--- src/rtl/npu_act_pkg.sv ---
// ----------------------------------------------------------------------------
// npu_act_pkg
//   Shared constants for the activation path: fp16 literals and the
//   activation sequencer FSM state encoding (2 bits).
// ----------------------------------------------------------------------------
package npu_act_pkg;

    localparam logic [15:0] FP16_ONE  = 16'h3C00;
    localparam logic [15:0] FP16_QNAN = 16'h7E00;

    localparam logic [1:0] ST_IDLE_ENC  = 2'd0;
    localparam logic [1:0] ST_ISSUE_ENC = 2'd1;
    localparam logic [1:0] ST_WAIT_ENC  = 2'd2;

    typedef enum logic [1:0] {
        ST_IDLE  = ST_IDLE_ENC,
        ST_ISSUE = ST_ISSUE_ENC,
        ST_WAIT  = ST_WAIT_ENC
    } seq_state_t;

endpackage

--- src/rtl/act_seq_fifo.sv ---
// ----------------------------------------------------------------------------
// act_seq_fifo
//   Synchronous FIFO holding {last, fp16 data} entries for the activation
//   sequencer. Occupancy is a registered count so full/empty never depend
//   combinationally on the same-cycle push/pop.
// Ports
//   clk       rising-edge clock
//   reset_b   synchronous reset, active high
//   i_push    write request (ignored when full)
//   i_wdata   entry to write
//   i_pop     read request (ignored when empty)
//   o_rdata   head entry (valid when not empty)
//   o_full    no free entries
//   o_empty   no stored entries
//   o_level   number of stored entries
// ----------------------------------------------------------------------------
module act_seq_fifo #(
    parameter int DEPTH = 4,
    parameter int WIDTH = 17
) (
    input  logic                       clk,
    input  logic                       reset_b,
    input  logic                       i_push,
    input  logic [WIDTH-1:0]           i_wdata,
    input  logic                       i_pop,
    output logic [WIDTH-1:0]           o_rdata,
    output logic                       o_full,
    output logic                       o_empty,
    output logic [$clog2(DEPTH):0]     o_level
);

    localparam int AW = $clog2(DEPTH);

    logic [WIDTH-1:0] r_mem [DEPTH];
    logic [AW-1:0]    r_wptr;
    logic [AW-1:0]    r_rptr;
    logic [AW:0]      r_level;
    logic             w_push;
    logic             w_pop;

    assign o_full  = (r_level == (AW+1)'(DEPTH));
    assign o_empty = (r_level == '0);
    assign o_level = r_level;
    assign o_rdata = r_mem[r_rptr];

    assign w_push = i_push & ~o_full;
    assign w_pop  = i_pop & ~o_empty;

    // Storage has no reset; only pointers and occupancy define validity.
    always_ff @(posedge clk) begin
        if (w_push) begin
            r_mem[r_wptr] <= i_wdata;
        end
    end

    always_ff @(posedge clk) begin
        if (reset_b) begin
            r_wptr  <= '0;
            r_rptr  <= '0;
            r_level <= '0;
        end else begin
            if (w_push) begin
                r_wptr <= r_wptr + AW'(1);
            end
            if (w_pop) begin
                r_rptr <= r_rptr + AW'(1);
            end
            r_level <= r_level + {{AW{1'b0}}, w_push} - {{AW{1'b0}}, w_pop};
        end
    end

endmodule

--- src/rtl/activation_sequencer.sv ---
// ----------------------------------------------------------------------------
// activation_sequencer
//   Streams fp16 neuron values from an input FIFO through the sigmoid
//   activator one element at a time and presents each result on a
//   ready/valid output register.
//
//   state | meaning
//   IDLE  | waiting for a queued element and a free output slot
//   ISSUE | act_start asserted for one cycle, operand held on act_neuron_val
//   WAIT  | waiting for act_valid (or the watchdog when enabled)
//
// Configuration macro
//   ACT_TIMEOUT_EN  adds a WAIT watchdog (TIMEOUT_CYCLES) and the sticky
//                   timeout_err port; on expiry a qNaN result is emitted.
// Ports
//   clk, reset_b              clock, synchronous active-high reset
//   in_valid/in_ready/in_data/in_last      input element stream
//   out_valid/out_ready/out_data/out_last  result stream
//   act_start, act_neuron_val              request to the activator
//   act_valid, act_result                  response from the activator
//   busy      work queued, in flight, or result pending
//   done      one-cycle pulse after the last result of a vector is taken
//   count     results accepted in the current vector
//   timeout_err  sticky watchdog flag (ACT_TIMEOUT_EN only)
// ----------------------------------------------------------------------------
module activation_sequencer
    import npu_act_pkg::*;
#(
    parameter int FIFO_DEPTH = 4,
    parameter int CNT_W      = 12
`ifdef ACT_TIMEOUT_EN
    ,
    parameter int TIMEOUT_CYCLES = 255
`endif
) (
    input  logic             clk,
    input  logic             reset_b,
    input  logic             in_valid,
    output logic             in_ready,
    input  logic [15:0]      in_data,
    input  logic             in_last,
    output logic             out_valid,
    input  logic             out_ready,
    output logic [15:0]      out_data,
    output logic             out_last,
    output logic             act_start,
    output logic [15:0]      act_neuron_val,
    input  logic             act_valid,
    input  logic [15:0]      act_result,
    output logic             busy,
    output logic             done,
    output logic [CNT_W-1:0] count
`ifdef ACT_TIMEOUT_EN
    ,
    output logic             timeout_err
`endif
);

    localparam int LVL_W = $clog2(FIFO_DEPTH) + 1;

    seq_state_t       r_state;
    seq_state_t       w_state_nxt;

    logic             w_fifo_full;
    logic             w_fifo_empty;
    logic [16:0]      w_fifo_rdata;
    logic [LVL_W-1:0] w_fifo_level;
    logic             w_push;
    logic             w_pop;
    logic             w_slot_free;
    logic             w_accept;
    logic             w_result_ld;

    logic [15:0]      r_op_data;
    logic             r_op_last;
    logic             r_out_valid;
    logic [15:0]      r_out_data;
    logic             r_out_last;
    logic             r_done;
    logic [CNT_W-1:0] r_count;

`ifdef ACT_TIMEOUT_EN
    localparam int TO_W = $clog2(TIMEOUT_CYCLES + 1);
    logic [TO_W-1:0]  r_wait_cnt;
    logic             r_timeout_err;
    logic             w_timeout;
`endif

    assign in_ready = ~w_fifo_full;
    assign w_push   = in_valid & in_ready;

    act_seq_fifo #(
        .DEPTH (FIFO_DEPTH),
        .WIDTH (17)
    ) u_fifo (
        .clk     (clk),
        .reset_b (reset_b),
        .i_push  (w_push),
        .i_wdata ({in_last, in_data}),
        .i_pop   (w_pop),
        .o_rdata (w_fifo_rdata),
        .o_full  (w_fifo_full),
        .o_empty (w_fifo_empty),
        .o_level (w_fifo_level)
    );

    assign w_accept    = r_out_valid & out_ready;
    // The slot counts as free when the held result leaves this same cycle.
    assign w_slot_free = ~r_out_valid | out_ready;

    always_comb begin
        w_state_nxt = r_state;
        w_pop       = 1'b0;
        w_result_ld = 1'b0;
`ifdef ACT_TIMEOUT_EN
        w_timeout   = 1'b0;
`endif
        case (r_state)
            ST_IDLE: begin
                if (!w_fifo_empty && w_slot_free) begin
                    w_pop       = 1'b1;
                    w_state_nxt = ST_ISSUE;
                end
            end
            ST_ISSUE: begin
                w_state_nxt = ST_WAIT;
            end
            ST_WAIT: begin
                if (act_valid) begin
                    w_result_ld = 1'b1;
                    w_state_nxt = ST_IDLE;
                end
`ifdef ACT_TIMEOUT_EN
                else if (r_wait_cnt == '0) begin
                    w_timeout   = 1'b1;
                    w_state_nxt = ST_IDLE;
                end
`endif
            end
            default: begin
                w_state_nxt = ST_IDLE;
            end
        endcase
    end

    always_ff @(posedge clk) begin
        if (reset_b) begin
            r_state     <= ST_IDLE;
            r_op_data   <= '0;
            r_op_last   <= 1'b0;
            r_out_valid <= 1'b0;
            r_out_data  <= '0;
            r_out_last  <= 1'b0;
            r_done      <= 1'b0;
            r_count     <= '0;
        end else begin
            r_state <= w_state_nxt;
            r_done  <= w_accept & r_out_last;

            // Operand register only loads on a pop, so it is frozen through ISSUE/WAIT.
            if (w_pop) begin
                {r_op_last, r_op_data} <= w_fifo_rdata;
            end

            if (w_result_ld) begin
                r_out_data  <= act_result;
                r_out_last  <= r_op_last;
                r_out_valid <= 1'b1;
            end
`ifdef ACT_TIMEOUT_EN
            else if (w_timeout) begin
                r_out_data  <= FP16_QNAN;
                r_out_last  <= r_op_last;
                r_out_valid <= 1'b1;
            end
`endif
            else if (w_accept) begin
                r_out_valid <= 1'b0;
            end

            if (w_accept) begin
                r_count <= r_out_last ? '0 : r_count + CNT_W'(1);
            end
        end
    end

`ifdef ACT_TIMEOUT_EN
    // Down-counter loaded while issuing; reaching zero in WAIT is the timeout.
    always_ff @(posedge clk) begin
        if (reset_b) begin
            r_wait_cnt    <= '0;
            r_timeout_err <= 1'b0;
        end else begin
            if (r_state == ST_ISSUE) begin
                r_wait_cnt <= TO_W'(TIMEOUT_CYCLES - 1);
            end else if (r_state == ST_WAIT && r_wait_cnt != '0) begin
                r_wait_cnt <= r_wait_cnt - TO_W'(1);
            end
            if (w_timeout) begin
                r_timeout_err <= 1'b1;
            end
        end
    end

    assign timeout_err = r_timeout_err;
`endif

    assign act_start      = (r_state == ST_ISSUE);
    assign act_neuron_val = r_op_data;
    assign out_valid      = r_out_valid;
    assign out_data       = r_out_data;
    assign out_last       = r_out_last;
    assign done           = r_done;
    assign count          = r_count;
    assign busy           = (w_fifo_level != '0) || (r_state != ST_IDLE) || r_out_valid;

endmodule
--- config.mk ---
export PLATFORM = sky130hd
export DESIGN_NAME = activation_sequencer
export DESIGN_NICKNAME = d
export VERILOG_FILES = /design/src/rtl/npu_act_pkg.sv /design/src/rtl/act_seq_fifo.sv /design/src/rtl/activation_sequencer.sv
export SDC_FILE = /design/constraint.sdc
export NUM_CORES = 1
export LEC_CHECK = 0
export CAP_MARGIN = 20
export CORE_MARGIN = 2
export CORE_UTILIZATION = 52
export CTS_CLUSTER_SIZE = 25
export DETAILED_ROUTE_END_ITERATION = 10
export GPL_TIMING_DRIVEN = 0
export PLACE_DENSITY_LB_ADDON = 0.15
export SKIP_CTS_REPAIR_TIMING = 1
export SYNTH_ARGS = -nofsm -noshare
export SYNTH_HDL_FRONTEND = slang
export SYNTH_SLANG_ARGS = --single-unit
--- constraint.sdc ---
create_clock -name clk -period 3.35 [get_ports clk]
set_input_delay 0.5025 -clock clk [delete_from_list [all_inputs] [get_ports clk]]
set_output_delay 0.5025 -clock clk [all_outputs]
set_load 0.1 [all_outputs]
Word level (Yosys, flattened, before mapping) --
Memories as Yosys holds them, arrays and structs flattened. A register that Yosys moved wholly into a read port is not among the register bits. Index checks and enable logic that the tools add are counted.
Word-level totals: register bits 40, bits in writable memories 68, bits of input ports 38, output and inout bits 50, word-level logic and storage cells 51, memories kept 1
Operators by class: $add $sub $neg 5, eq/ne operators 5, mux-type cells 12, bitwise gates (word level) 9, reduce and logical (&&, ||, !) cells 10
Memory list:
- u_fifo.r_mem | depth 4, bits a word 17, read ports 1, clocked after Yosys merged registers in 1, wr ports 1, RTL line act_seq_fifo.sv:34 | logic [WIDTH-1:0] r_mem [DEPTH];
Operators with widths (number):
- 12-bit by 1-bit adder with 12-bit output, second input constant | 1
- 12-bit two-way mux | 1
- 1-bit two-way mux | 8
- 2-bit case mux with 3 select lines | 1
- 1-bit AND | 5
- 2-bit by 1-bit adder with 2-bit output, second input constant | 2
- 2-bit two-way mux | 2
- 2-bit inequality test, second input constant | 2
- 2-bit nonzero test | 2
- 3-bit by 1-bit adder with 3-bit output | 1
- 3-bit equality test, second input constant | 1
- 3-bit logical NOT | 1
- 1-bit inverter | 3
- 3-bit nonzero test | 1
- 3-bit by 1-bit subtractor with 3-bit output | 1
- 2-bit by 1-bit equality test with 1-bit output, second input constant | 1
- 2-bit equality test, second input constant | 1
- 2-bit logical NOT | 1
- 1-bit logical OR | 2
- 2-bit AND reduction | 1
- 1-bit logical AND | 1
- 1-bit logical NOT | 1
- 1-bit OR | 1

Longest topological paths before layout --
depth after elaboration 7, mapped depth 12

Modules after synthesis --
From an unflattened synthesis, not the netlist that was laid out.
Second synthesis, totals: cells, all modules 380, area total of the unflattened synthesis 4979.8 sq um
Modules (own cells, without submodules):
- act_seq_fifo | instances 1, cells each 140, area an instance 2976.6 sq um, sequential area each 2222.1 sq um
- activation_sequencer | instances 1, cells each 240, area an instance 2003.2 sq um, sequential area each 1001.0 sq um

Least setup slack after synthesis --
No wires, ideal clock.
path type reg2reg, start register r_out_valid, in the netlist out_valid, end register u_fifo.r_level[2], in the netlist u_fifo.o_level[2], setup time 128 ps, data arrival time 2883 ps, slack 339 ps, cell stages (with the launch flop) 13, buffers on the path 3, period minus slack after synthesis 3011 ps, path through dfxtp_1 -> buf_6 -> nor2b_4 -> buf_6 -> nor3_4 -> buf_4 -> ha_1 -> inv_1 -> ha_1 -> fa_1 -> xnor2_1 -> xnor2_1 -> nor2_1
Between the ends: longest elaborated chain between the ends 7
RTL lines:
- start: declaration | RTL line activation_sequencer.sv:76 | logic r_out_valid;
- start signal: assignment | RTL line activation_sequencer.sv:151 | r_out_valid <= 1'b0;
- start signal: assignment | RTL line activation_sequencer.sv:168 | r_out_valid <= 1'b1;
- start signal: assignment | RTL line activation_sequencer.sv:178 | r_out_valid <= 1'b0;
- 1-bit inverter | RTL line activation_sequencer.sv:109 | assign w_slot_free = ~r_out_valid | out_ready;
- 1-bit OR | RTL line activation_sequencer.sv:109
- 1-bit logical AND | RTL line activation_sequencer.sv:120 | if (!w_fifo_empty && w_slot_free) begin
- 1-bit two-way mux | RTL line activation_sequencer.sv:120
- 1-bit two-way mux | RTL line activation_sequencer.sv:118 | case (r_state)
- 1-bit AND | RTL line act_seq_fifo.sv:47 | assign w_pop = i_pop & ~o_empty;
- named net u_fifo.w_pop | RTL line act_seq_fifo.sv:39 | logic w_pop;
- 3-bit by 1-bit subtractor with 3-bit output | RTL line act_seq_fifo.sv:68 | r_level <= r_level + {{AW{1'b0}}, w_push} - {{AW{1'b0}}, w_pop};
- end signal: assignment | RTL line act_seq_fifo.sv:68
- end: declaration | RTL line act_seq_fifo.sv:37 | logic [AW:0] r_level;
The timed path passes the listed nets, and every way through them passes these cells. A chain may end at the register's enable or synchronous reset.

Final worst setup path --
start register u_fifo.r_level[1], in the netlist u_fifo.o_level[1], end output busy
Between the ends: longest elaborated chain between the ends 3
RTL lines:
- 3-bit nonzero test | RTL line activation_sequencer.sv:215 | assign busy = (w_fifo_level != '0) || (r_state != ST_IDLE) || r_out_valid;
- 1-bit logical OR (2 in series) | RTL line activation_sequencer.sv:215
- end: declaration | RTL line activation_sequencer.sv:50 | output logic busy,
Every way passes these cells.

==> metrics.txt <==
Setup TNS 0 ns; mean routed wirelength per cell ~16 µm; Synth top area share between 40% and 50%; critical path fanouts, max 6; Mapped Area 4920 µm²; Worst VDD drop between 0.5 and 0.6 mV; Setup Crit Path Kind flip-flop to output port; Final Hold Fails 0; Area Overhead vs Synth 32.2%; die footprint between 10000 and 15000 µm²; Synth area leader edfxtp_1; Layout Cells excl Fill 582; crit path DAT 2.49 ns; Horiz. Die Dim 101 µm; Final HPWL DP 6140 µm; Max Fclk around 0.33 GHz; initial core utilization a little over half; Post-Syn Nets between 300 and 400; nets 504; Initial DRC Count between 100 and 150; startpoint types flip-flop; Inserted Clock Buffers 17; Critical Path End Type output port; Synth Area in XOR/XNOR less than 1%; routed wire length 9360 µm; worst skew pair latency 0.51 ns; ANT nets after route 0; ranking of synthesized cells by area edfxtp_1 42%, dfxtp_1 23%, mux4_2 7.8%; ys async rst share 0%; Std-Cell Rows 35; largest family of logic cells by synthesized area simple AND/OR/NAND/NOR gates; post-synthesis adder-cell area fraction ~2.2%; RSZ-0062 raised after global routing false; Post-Synth Simple-Gate Area between 10% and 20%; Compound-Gate Fraction of Synth Area under 10%; final period utilization about nine tenths; Max-Cap Viols 0; final setup fails 0; commonest cells after routing, fill and taps aside 86 x clkdlybuf4s50_1, 68 x edfxtp_1, 57 x dfxtp_1, 42 x nand2_1, 27 x a21oi_1; residual DRC count 0; pin count of the biggest net entering global routing 18; Hold Crit Class input pin to flip-flop; clk sinks approximately 130; Mapped Cells roughly 350; post-synthesis mux area share roughly 8.4%; first-pass iteration count of the detailed router 4; CTS Buffer Depth 2; Worst slew margin between 30% and 40%; layout cells sized above 1 between 15 and 20%; worst hold slack about 0.33 ns; DR vias/cell approximately 5.4; Slew @ Worst Pin ~1 ns; initial antenna violation count 0; ant diodes 0; post-synthesis sequential area ratio about two thirds; Core ar. between 9000 and 10000 µm²; power per cell area slightly above 900 nW/µm²; port buffer count 86; clock skew just over 0.006 ns; Synth Warn # 0; Post-synth EDFFs just under 70; CP required 2.85 ns; ys flop type edfxtp_1; first-pass GRT wire length about 15000 µm; htree depth 4; DP Cell Count 550; Synth Register Bits between 100 and 150; CTS tree built; Reg clk slew, reported paths 0.06 ns; most common cell after layout, fill and taps aside clkdlybuf4s50_1; outcome completed; placer congestion estimate around 0.75; Clock Tree Root clkbuf_8; Die Y 101 µm; Overall Global Routing Usage between 20% and 30%; Pleak around 2.2 nW; vias in the first global route 3222; fin crit period about 3 ns; Netlist cell types between 40 and 50; GRT overflow 0; Synth Area per Inst ~14 µm²; # IOs between 80 and 90; Vias between 3k and 4k; Max Slew Vio Count 0
==> synth_stat cells (2+ instances only) <==
cell type	number
mux2i_1	2
ha_1	7
a21oi_1	27
edfxtp_1	68
nor4_1	2
nand4_1	3
buf_1	3
o21a_1	2
xor2_1	2
buf_4	2
clkbuf_1	5
mux4_2	17
nor3b_1	3
nor2_1	10
buf_2	6
and3_1	4
nand2b_1	19
o31ai_1	5
nor2b_1	4
or4_1	5
o21ai_0	4
or3_1	2
xnor2_1	2
inv_1	10
o2bb2ai_1	8
dfxtp_1	57
o2bb2ai_2	9
nand3_1	6
buf_6	3
nand2_1	42
==> through the flow <==
stage               util, %  worst slack [ns]  power, W  cell area (µm²)
finish                 70.7             0.359   0.00589             6510
global route           70.7             0.224   0.00613             6510
CTS                    70.7             0.354   0.00594             6510
detailed placement     64.4             0.517   0.00415             5920
global placement       64.4             0.548   0.00411             5920
floorplan                 -             0.339   0.00365             4920
==> flip-flops by register name, indices dropped and copies added (netlist names), 2 cells and up <==
name	flops
count	12
u_fifo.r_mem	68
r_state	2
act_neuron_val	16
u_fifo.r_wptr	2
out_data	16
u_fifo.o_level	3
u_fifo.r_rptr	2
==> worst paths after layout <==
path | start | endpoint | slack, ns | cells after the start
worst min-delay path | out_ready | count[1] | 0.33 | 3
worst max register to register | out_valid | u_fifo.o_level[2] | 0.66 | 12
worst min register to register | out_data[7] | out_data[7] | 0.45 | 2
worst max-delay path | u_fifo.o_level[1] | busy | 0.36 | 3
==> layout make-up <==
class | count | area (µm²)
timing repair buffer | 86 | 861
clock inverter | 14 | 169
inverter | 10 | 37.5
fill | 679 | 2690
clock buffer | 18 | 418
sequential | 125 | 3180
multi-input combinational | 199 | 1590
buffer | 19 | 109
tap | 111 | 139
==> per-layer routing <==
layer | vias to the layer above | GRT usage [%] | part of all wire, %
met5 | - | 0 | 0
met4 | 0 | 9.25 | 2.0
met3 | 18 | 5.31 | 4.6
met2 | 71 | 34.7 | 52
met1 | 1530 | 24.0 | 41
li1 | 1524 | - | -
==> cells by family after synthesis <==
| family | Yosys count |
|---|---|
| AO/OA/AOI/OAI | 57 |
| adder cells (fa/ha/maj) | 8 |
| buffers and inverters | 29 |
| XOR/XNOR | 4 |
| AND/OR/NAND/NOR | 110 |
| flip-flops | 125 |
| multiplexers | 20 |
==> worst max-delay path: stages (launching register included) <==
cell and delay [ns]:
dfxtp_1 0.35, nor3_2 0.51, nand2_1 0.10, clkdlybuf4s50_1 1.02
==> report_power, final <==
group	internal [W]	leakage (nW)	switching (W)
Sequential	0.00185	1.09	0.000110
Combinational	0.000649	0.816	0.00149
Clock	0.00113	0.285	0.000657
No activity file was read; power rests on OpenSTA's default activity.
